**src/rtl/sm83_oam_dma_ctrl.sv**
```systemverilog
// OAM DMA sequencer: copies N_BYTES from src_hi:00 to OAM, one byte per M-cycle,
// and fences the CPU off everything but HRAM while the copy is running.
module sm83_oam_dma_ctrl #(
    parameter int          N_BYTES = 160,
    parameter logic [15:0] HRAM_LO = 16'hFF80,
    parameter logic [15:0] HRAM_HI = 16'hFFFE
) (
    input  logic        i_clk,
    input  logic        i_reset,
    input  logic        i_mcyc_en,
    input  logic        i_reg_wr,
    input  logic [7:0]  i_reg_wdata,
    output logic [7:0]  o_reg_rdata,
    input  logic [15:0] i_cpu_addr,
    input  logic        i_cpu_req,
    output logic        o_cpu_gnt,
    output logic [7:0]  o_cpu_rdata,
    output logic        o_dma_rd,
    output logic [15:0] o_dma_addr,
    input  logic [7:0]  i_mem_rdata,
    output logic        o_oam_we,
    output logic [7:0]  o_oam_addr,
    output logic [7:0]  o_oam_wdata,
    output logic        o_busy
);
    typedef enum logic [1:0] {S_IDLE, S_START, S_XFER, S_DRAIN} state_t;

    localparam logic [7:0] LAST_IDX = 8'(N_BYTES - 1);

    state_t      r_state;
    logic [7:0]  r_idx;      // index of the next byte to read
    logic [7:0]  r_src_hi;
    logic [7:0]  r_reg;
    logic        r_dma_rd;
    logic [15:0] r_dma_addr;
    logic        r_oam_we;
    logic [7:0]  r_oam_addr;
    logic [7:0]  r_oam_wdata;
    logic        r_busy;

    logic [7:0]  w_src_map;
    logic        w_hram;

    // Pages E0..FF alias onto C0..DF (echo RAM)
    assign w_src_map = (i_reg_wdata >= 8'hE0) ? (i_reg_wdata & 8'hDF) : i_reg_wdata;
    assign w_hram    = (i_cpu_addr >= HRAM_LO) && (i_cpu_addr <= HRAM_HI);

    always_ff @(posedge i_clk) begin
        if (i_reset) begin
            r_state     <= S_IDLE;
            r_idx       <= 8'h00;
            r_src_hi    <= 8'h00;
            r_reg       <= 8'h00;
            r_dma_rd    <= 1'b0;
            r_dma_addr  <= 16'h0000;
            r_oam_we    <= 1'b0;
            r_oam_addr  <= 8'h00;
            r_oam_wdata <= 8'h00;
            r_busy      <= 1'b0;
        end else if (i_mcyc_en) begin
            r_oam_we <= 1'b0;
            if (i_reg_wr) begin
                r_reg    <= i_reg_wdata;
                r_src_hi <= w_src_map;
            end
            case (r_state)
                S_IDLE: begin
                    if (i_reg_wr) r_state <= S_START;
                end
                S_START: begin
                    // A reload here keeps START (and busy) for another M-cycle
                    if (!i_reg_wr) begin
                        r_state    <= S_XFER;
                        r_dma_rd   <= 1'b1;
                        r_dma_addr <= {r_src_hi, 8'h00};
                        r_idx      <= 8'h01;
                        r_busy     <= 1'b1;
                    end
                end
                S_XFER: begin
                    // The byte read this cycle is always written next cycle, even on restart
                    r_oam_we    <= 1'b1;
                    r_oam_addr  <= r_dma_addr[7:0];
                    r_oam_wdata <= i_mem_rdata;
                    if (i_reg_wr) begin
                        r_state  <= S_START;
                        r_dma_rd <= 1'b0;
                        r_idx    <= 8'h00;
                    end else if (r_dma_addr[7:0] == LAST_IDX) begin
                        r_state  <= S_DRAIN;
                        r_dma_rd <= 1'b0;
                    end else begin
                        r_dma_addr[7:0] <= r_idx;
                        r_idx           <= r_idx + 8'h01;
                    end
                end
                S_DRAIN: begin
                    if (i_reg_wr) begin
                        r_state <= S_START;
                        r_idx   <= 8'h00;
                    end else begin
                        r_state <= S_IDLE;
                        r_busy  <= 1'b0;
                    end
                end
                default: r_state <= S_IDLE;
            endcase
        end
    end

    assign o_cpu_gnt   = i_cpu_req && (!r_busy || w_hram);
    assign o_cpu_rdata = o_cpu_gnt ? i_mem_rdata : 8'hFF;
    assign o_reg_rdata = r_reg;
    assign o_dma_rd    = r_dma_rd;
    assign o_dma_addr  = r_dma_addr;
    assign o_oam_we    = r_oam_we;
    assign o_oam_addr  = r_oam_addr;
    assign o_oam_wdata = r_oam_wdata;
    assign o_busy      = r_busy;
endmodule
```
**config.mk**
```make
export PLATFORM = sky130hd
export DESIGN_NAME = sm83_oam_dma_ctrl
export DESIGN_NICKNAME = d
export VERILOG_FILES = /design/src/rtl/sm83_oam_dma_ctrl.sv
export SDC_FILE = /design/constraint.sdc
export NUM_CORES = 1
export LEC_CHECK = 0
export ABC_AREA = 0
export CAP_MARGIN = 20
export CORE_MARGIN = 2
export CORE_UTILIZATION = 40
export DETAILED_ROUTE_END_ITERATION = 10
export GPL_ROUTABILITY_DRIVEN = 0
export GPL_TIMING_DRIVEN = 0
export PLACE_DENSITY = 0.77
export SETUP_SLACK_MARGIN = 0.4
export SLEW_MARGIN = 40
export SYNTH_ARGS = -nofsm -noshare
export SYNTH_HDL_FRONTEND = slang
export SYNTH_SLANG_ARGS = --single-unit
```
**constraint.sdc**
```tcl
create_clock -name i_clk -period 1.4 [get_ports i_clk]
set_clock_uncertainty 0.05 [all_clocks]
set_input_delay 0.21 -clock i_clk [delete_from_list [all_inputs] [get_ports i_clk]]
set_output_delay 0.21 -clock i_clk [all_outputs]
set_load 0.05 [all_outputs]
```
==> results.cfg <==
[global_route]
grt_use_total = 0.2766
overflow = 0
grt_pass1_wl_mm = 13.82
grt_antenna_before_repair = 0
first_global_vias = 2832
grt_max_degree = 17

[status]
violations = negative setup slack
status = complete, but fails checks

[pwr]
p_sw_mw = 0.9378
power_mw = 3.150
pwr-share-seq = 0.496
p_int_mw = 2.212
clkPwrFrac = 0.284
power.density_mw_per_mm2 = 622.6
peakVddDrop_v = 0.0005370
p_comb_frac = 0.220
p_leak_nw = 2.223
power_switching_share = 0.2977

[worst_setup_path]
cp_data_required_time_ns = 1.14
crit_type = input port to primary output
startpoint_type = input port
critical_path.max_fanout = 5
r2r_end = r_idx[5]
r2r_slack_ns = -0.21
worst-r2r-cell-count = 6
r2r_start = r_state[1]
crit_path_start = i_cpu_addr[14]
end_kind = primary output
cp.arrival_ns = 1.40

[route]
drt-pass1-iter-count = 5
avgViaCountPerCell = 5.885
drt-wirelength-per-cell_um = 22.85
num_vias = 3113
finalWirelength_mm = 12.09
drt_iter0_markers = 234
ant_nets = 0
drc = 0

[layout]
area_growth_pct = 114.7
nets = 494
final_cell_count_no_fill = 529
diodes = 0
register_area_mm2 = 0.001167
drive_gt1_frac = 0.7155
n_fill_cell = 189
multi_input_area_mm2 = 0.001620

[min_path]
worstHoldPathCells = 3
worstHoldStart = i_reset
hold_end = o_dma_rd
min_path_type = input port to register

[cts]
clockBufferDepth = 2
clock_latency_ns = 0.32
cts-root-buf = clkbuf_8
clk_pin_slew_worst_paths_ns = 0.10
clock-sinks = 54
cts.htree.levels = 2
tritoncts = built
hold_buffers = 0
cts_made_buffers = 5

[floorplanning]
dieWidth_um = 80.75
core_area_mm2 = 0.005608
die_h_um = 80.75
ioPinCount = 89
rows = 27
start_util = 0.4201
dieArea_mm2 = 0.006520

[sta]
hold_violations = 0
finalSetupTns_ns = -5.115
max_freq_mhz = 601.0
fin_crit_sh = 1.188
rsz0062_at_grt = yes
relSlewSlack = 0.6789
drv_slew = 0
layout_min_cycle_time_ns = 1.664
worst_pin_slew_ns = 0.4767
setup_ws_ns = -0.2638
setup_viol = 48

[run]
drv_cap = 0

[synth]
syn_inst = 286
synth_edf_count = 0
synth_area_mm2 = 0.002356
synth_cell_types = 40
synth_nets = 324
synth-async-reset-ratio = 0
synth_ff_type = dfxtp_1
yosysWarnings = 0
ys_ff_latch = 54
avgSynthCellArea_um2 = 8.238
ys_seq_area_frac = 0.4588

[placed_design]
portBuffers = 87
dp_slack_ns = -1.265
dp_hpwl_mm = 4.860
placed_cells = 445
[cells in the mapped netlist (2+ instances only)]
| master | number | share of area |
|---|---|---|
| a21oi_1 | 40 | 0.085 |
| a31oi_1 | 4 | 0.011 |
| and3_1 | 2 | 0.0053 |
| buf_1 | 3 | 0.0048 |
| buf_2 | 7 | 0.015 |
| buf_4 | 9 | 0.029 |
| clkbuf_1 | 6 | 0.0096 |
| dfxtp_1 | 54 | 0.46 |
| nand2_1 | 71 | 0.11 |
| nand2b_1 | 2 | 0.0053 |
| nand3_1 | 19 | 0.040 |
| nand3b_1 | 18 | 0.057 |
| nand4_1 | 4 | 0.011 |
| nor2_1 | 6 | 0.0096 |
| nor2b_1 | 2 | 0.0053 |
| nor3_1 | 3 | 0.0064 |
| o21ai_0 | 10 | 0.021 |
| or3_1 | 3 | 0.0080 |
| or3b_1 | 2 | 0.0074 |
[area by class of cell]
type                    count  share of cell area
inverters                   1           0.0007420
clock buffers               5             0.01360
clock inverters             3            0.003215
plain buffers              26             0.05417
flip-flops and latches     54              0.2308
well taps                  72             0.01781
repair buffers            163              0.3594
multi-input cells         205              0.3203
[cells in the final DEF, fill, tap and decap left out, types with 3 or more instances in the layout]
cell and instances:
buf_6 51, dfxtp_4 11, nand3_2 5, a31oi_1 3, clkbuf_4 3, nand2_2 20, nor2_1 4, o21ai_2 9
a21oi_1 9, or3_1 3, nand4_1 4, dfxtp_2 36, clkbuf_2 6, a21oi_2 30, nand3b_1 18, nand2_4 21
dlygate4sd2_1 3, buf_8 46, nand3_1 14, buf_12 5, buf_2 5, dfxtp_1 7, clkbuf_8 8, clkdlybuf4s50_1 16
nand2_1 30, buf_4 47
[registers in the layout (all words and copies together), names as in the netlist]
| name | flops |
|---|---|
| o_busy | 1 |
| o_dma_addr | 16 |
| o_dma_rd | 1 |
| o_oam_addr | 8 |
| o_oam_wdata | 8 |
| o_oam_we | 1 |
| o_reg_rdata | 1 |
| r_idx | 8 |
| r_src_hi | 8 |
| r_state | 2 |
[worst max path at each step]
stage,cells past startpoint,endpoint
finish,6,o_cpu_rdata[2]
floorplan,4,o_cpu_rdata[0]
global route,6,o_cpu_rdata[2]
CTS,7,o_cpu_rdata[3]
global placement,5,o_cpu_gnt
detailed placement,5,o_cpu_gnt
[logic make-up after synthesis]
| logic type | after synthesis | synth area share |
|---|---|---|
| and+or+nand+nor | 140 | 0.3112 |
| AOI/OAI and AO/OA | 63 | 0.1561 |
| DFF | 54 | 0.4588 |
| buffers and inverters | 27 | 0.06425 |
| muxes | 1 | 0.004249 |
| adders and majority gates | 1 | 0.005310 |
[critical path, cell delays in order]
cell and delay [ns]:
dlygate4sd2_1 0.22, nand2_2 0.07, o41ai_4 0.37, buf_4 0.22, nand3b_1 0.12, buf_6 0.19
[routing by layer]
layer	global-route usage	wire (um)
met5	0	0
met4	0.1373	415
met3	0.04556	983
met2	0.5033	6340
met1	0.3122	4350
[power by group through the flow]
stage / Combinational (mW) / Sequential [mW] / Clock (mW)
final: 0.693 / 1.56 / 0.894
after detailed placement: 0.469 / 1.59 / 0
after CTS: 0.595 / 1.56 / 0.853
after global routing: 0.714 / 1.56 / 0.928
after global placement: 0.465 / 1.59 / 0
after floorplan: 0.243 / 1.62 / 0
[what timing repair did]
action | in CTS | in global routing
resized for setup | 600 | 78
pin swaps | 53 | 53
cloned | 6 | 0
endpoints found under the setup margin | 106 | 105
setup buffers | 41 | 29
[metrics by stage]
| stage | cell area (um2) | utilization | hold WS [ns] |
|---|---|---|---|
| 3_5_place_dp | 3472 | 0.6191 | 0.3940 |
| 2_1_floorplan | 2511 | - | 0.2960 |
| 4_1_cts | 4539 | 0.8095 | 0.4019 |
| 3_3_place_gp | 3472 | 0.6191 | 0.3884 |
| 5_1_grt | 5059 | 0.9021 | 0.3238 |
| 6_report | 5059 | 0.9021 | 0.2877 |
No activity file was read; power rests on OpenSTA's default activity.
==> variant: new RTL, config.mk and constraints unchanged <==
Re-encode `state_t` (4 states) as one-hot, 4 bits wide.
--- a/src/rtl/sm83_oam_dma_ctrl.sv
+++ b/src/rtl/sm83_oam_dma_ctrl.sv
@@ -24,5 +24,5 @@
     output logic        o_busy
 );
-    typedef enum logic [1:0] {S_IDLE, S_START, S_XFER, S_DRAIN} state_t;
+    typedef enum logic [3:0] {S_IDLE = 4'b0001, S_START = 4'b0010, S_XFER = 4'b0100, S_DRAIN = 4'b1000} state_t;
 
     localparam logic [7:0] LAST_IDX = 8'(N_BYTES - 1);
Function: no difference found for any inputs over 10 cycles, from zero or initial values and one cycle with i_reset high; not proved beyond that.
==> variant against the unedited design <==
- worst setup slack worse by 220 ps
- count of clock-buffer cells in the layout unchanged
- final cell count down 4.2%
- largest power group unchanged
- total power up 0.88%
- maximum frequency down 12%
- non-clock buffer count down 33
- synthesized area up 10%
- routed wire length down 17%
- cell area down 6.5%
- the flow still finishes with violations (setup timing)
- first-iteration DRC count up 6.8%
- register-to-register slack worse by 270 ps
- hold slack better by 80 ps
- sequential cell count up 2
==> variant: results <==
{
  "r2r_start": "o_dma_addr[6]",
  "seq_area_frac_synth_pct": 43.1,
  "post-dp-hpwl_um": 5240,
  "setup_violations": 56,
  "nNetsFinal": 467,
  "grt_first_pass_wirelength_um": 14000,
  "synth_compound_area_share_pct": 19.7,
  "worst_slew_pin_slew_ps": 742,
  "nFillCells": 382,
  "worst_r2r_endpoint": "r_state[1]",
  "detail_route.wl_per_cell_um": 19.7,
  "yosys_warnings": 0,
  "viasPerCell": 5.97,
  "fin_ws_ps": -480,
  "place_ws_ps": -1220,
  "grt_usage_pct": 24.2,
  "grt_max_degree": 19,
  "syn_avg_cell_area_um2": 8.88,
  "synth_area_leaders": "dfxtp_1 43%, a21oi_1 6.2%, nand3_1 5.6%",
  "fin_cells": 507,
  "cp_slowest_cell": "dfxtp_4",
  "muxShareOfSynthArea_pct": 3.85,
  "hold_path_end": "r_idx[5]",
  "ir_worst_vdd_mv": 0.760,
  "critPathArrivalTime_ps": 2050,
  "status": "finished with violations",
  "failed_checks": "setup timing",
  "syn_nets": 331,
  "fin_tns_setup_ps": -16730,
  "synthAdderAreaFrac_pct": 0.481,
  "post-place-cells": 457,
  "post_dp_cell_area_mm2": 0.00365,
  "internal_power_w": 0.00223,
  "drtIter0Drc": 250,
  "grt_pass1_vias": 2829,
  "drive_above_1_share_pct": 56.7,
  "reg2reg_depth": 5
}
==> variant: area by class of cell <==
cell class | count | area [um^2] | area share (%)
buffer | 27 | 287 | 6.06
clock inverter | 3 | 23.8 | 0.503
multi-input combinational | 206 | 1610 | 34.1
tap | 77 | 96.3 | 2.04
inverter | 4 | 15.0 | 0.318
clock buffer | 5 | 68.8 | 1.46
timing repair buffer | 129 | 1420 | 30.0
sequential | 56 | 1210 | 25.5
==> variant: per-layer routing <==
layer  GRT usage [%]  vias up  part of all wire, %
met5               0        -                    0
met3            5.70       45                  8.0
met4            10.4        0                  3.4
li1                -     1341                    -
met1            28.3     1457                   36
met2            42.4      184                   52
==> variant: logic make-up (layout without fill, tap and decap cells) <==
group	Yosys count	in the layout
AO/OA/AOI/OAI	77	77
XOR/XNOR	1	1
adder cells (fa/ha/maj)	1	1
buffers and inverters	31	168
flip-flops	56	56
multiplexers	10	10
AND/OR/NAND/NOR	117	117
==> variant: critical path: cells and delay by family, from the launching register on <==
family | cells | cell delay [ps]
buffers and inverters | 1 | 200
AND/OR/NAND/NOR | 1 | 260
flip-flops | 1 | 380
AO/OA/AOI/OAI | 3 | 880
==> variant: timing repair <==
action,CTS,global route
gates cloned,4,0
buffers inserted,31,7
hold buffers,0,0
setup endpoints to repair,108,104
pin swaps,26,27
resized for setup,554,57
==> variant: how the worst max path moves through the flow <==
stage	startpoint	to	slack, ps	depth (start not counted)
floorplan	r_state[1]	r_idx[7]	-400	5
global placement	i_cpu_addr[5]	o_cpu_gnt	-1220	6
detailed placement	i_cpu_addr[5]	o_cpu_gnt	-1220	6
CTS	r_state[3]	r_idx[7]	-470	6
global route	o_dma_addr[6]	r_state[1]	-510	5
finish	o_dma_addr[6]	r_state[1]	-480	5
==> variant: power groups by stage <==
stage	Sequential [W]	Combinational (W)	Clock, W
2_1_floorplan	0.00167	0.000285	0
3_3_place_gp	0.00166	0.000484	0
3_5_place_dp	0.00166	0.000490	0
4_1_cts	0.00163	0.000558	0.000915
5_1_grt	0.00163	0.000638	0.000978
6_report	0.00163	0.000612	0.000939
==> variant: metrics by stage <==
step	hold WS (ps)	utilization (%)	power (W)
final	367	74.9	0.00318
after detailed placement	395	57.8	0.00215
after global placement	388	57.8	0.00214
after global routing	404	74.9	0.00325
after floorplan	307	-	0.00195
after CTS	380	71.4	0.00310
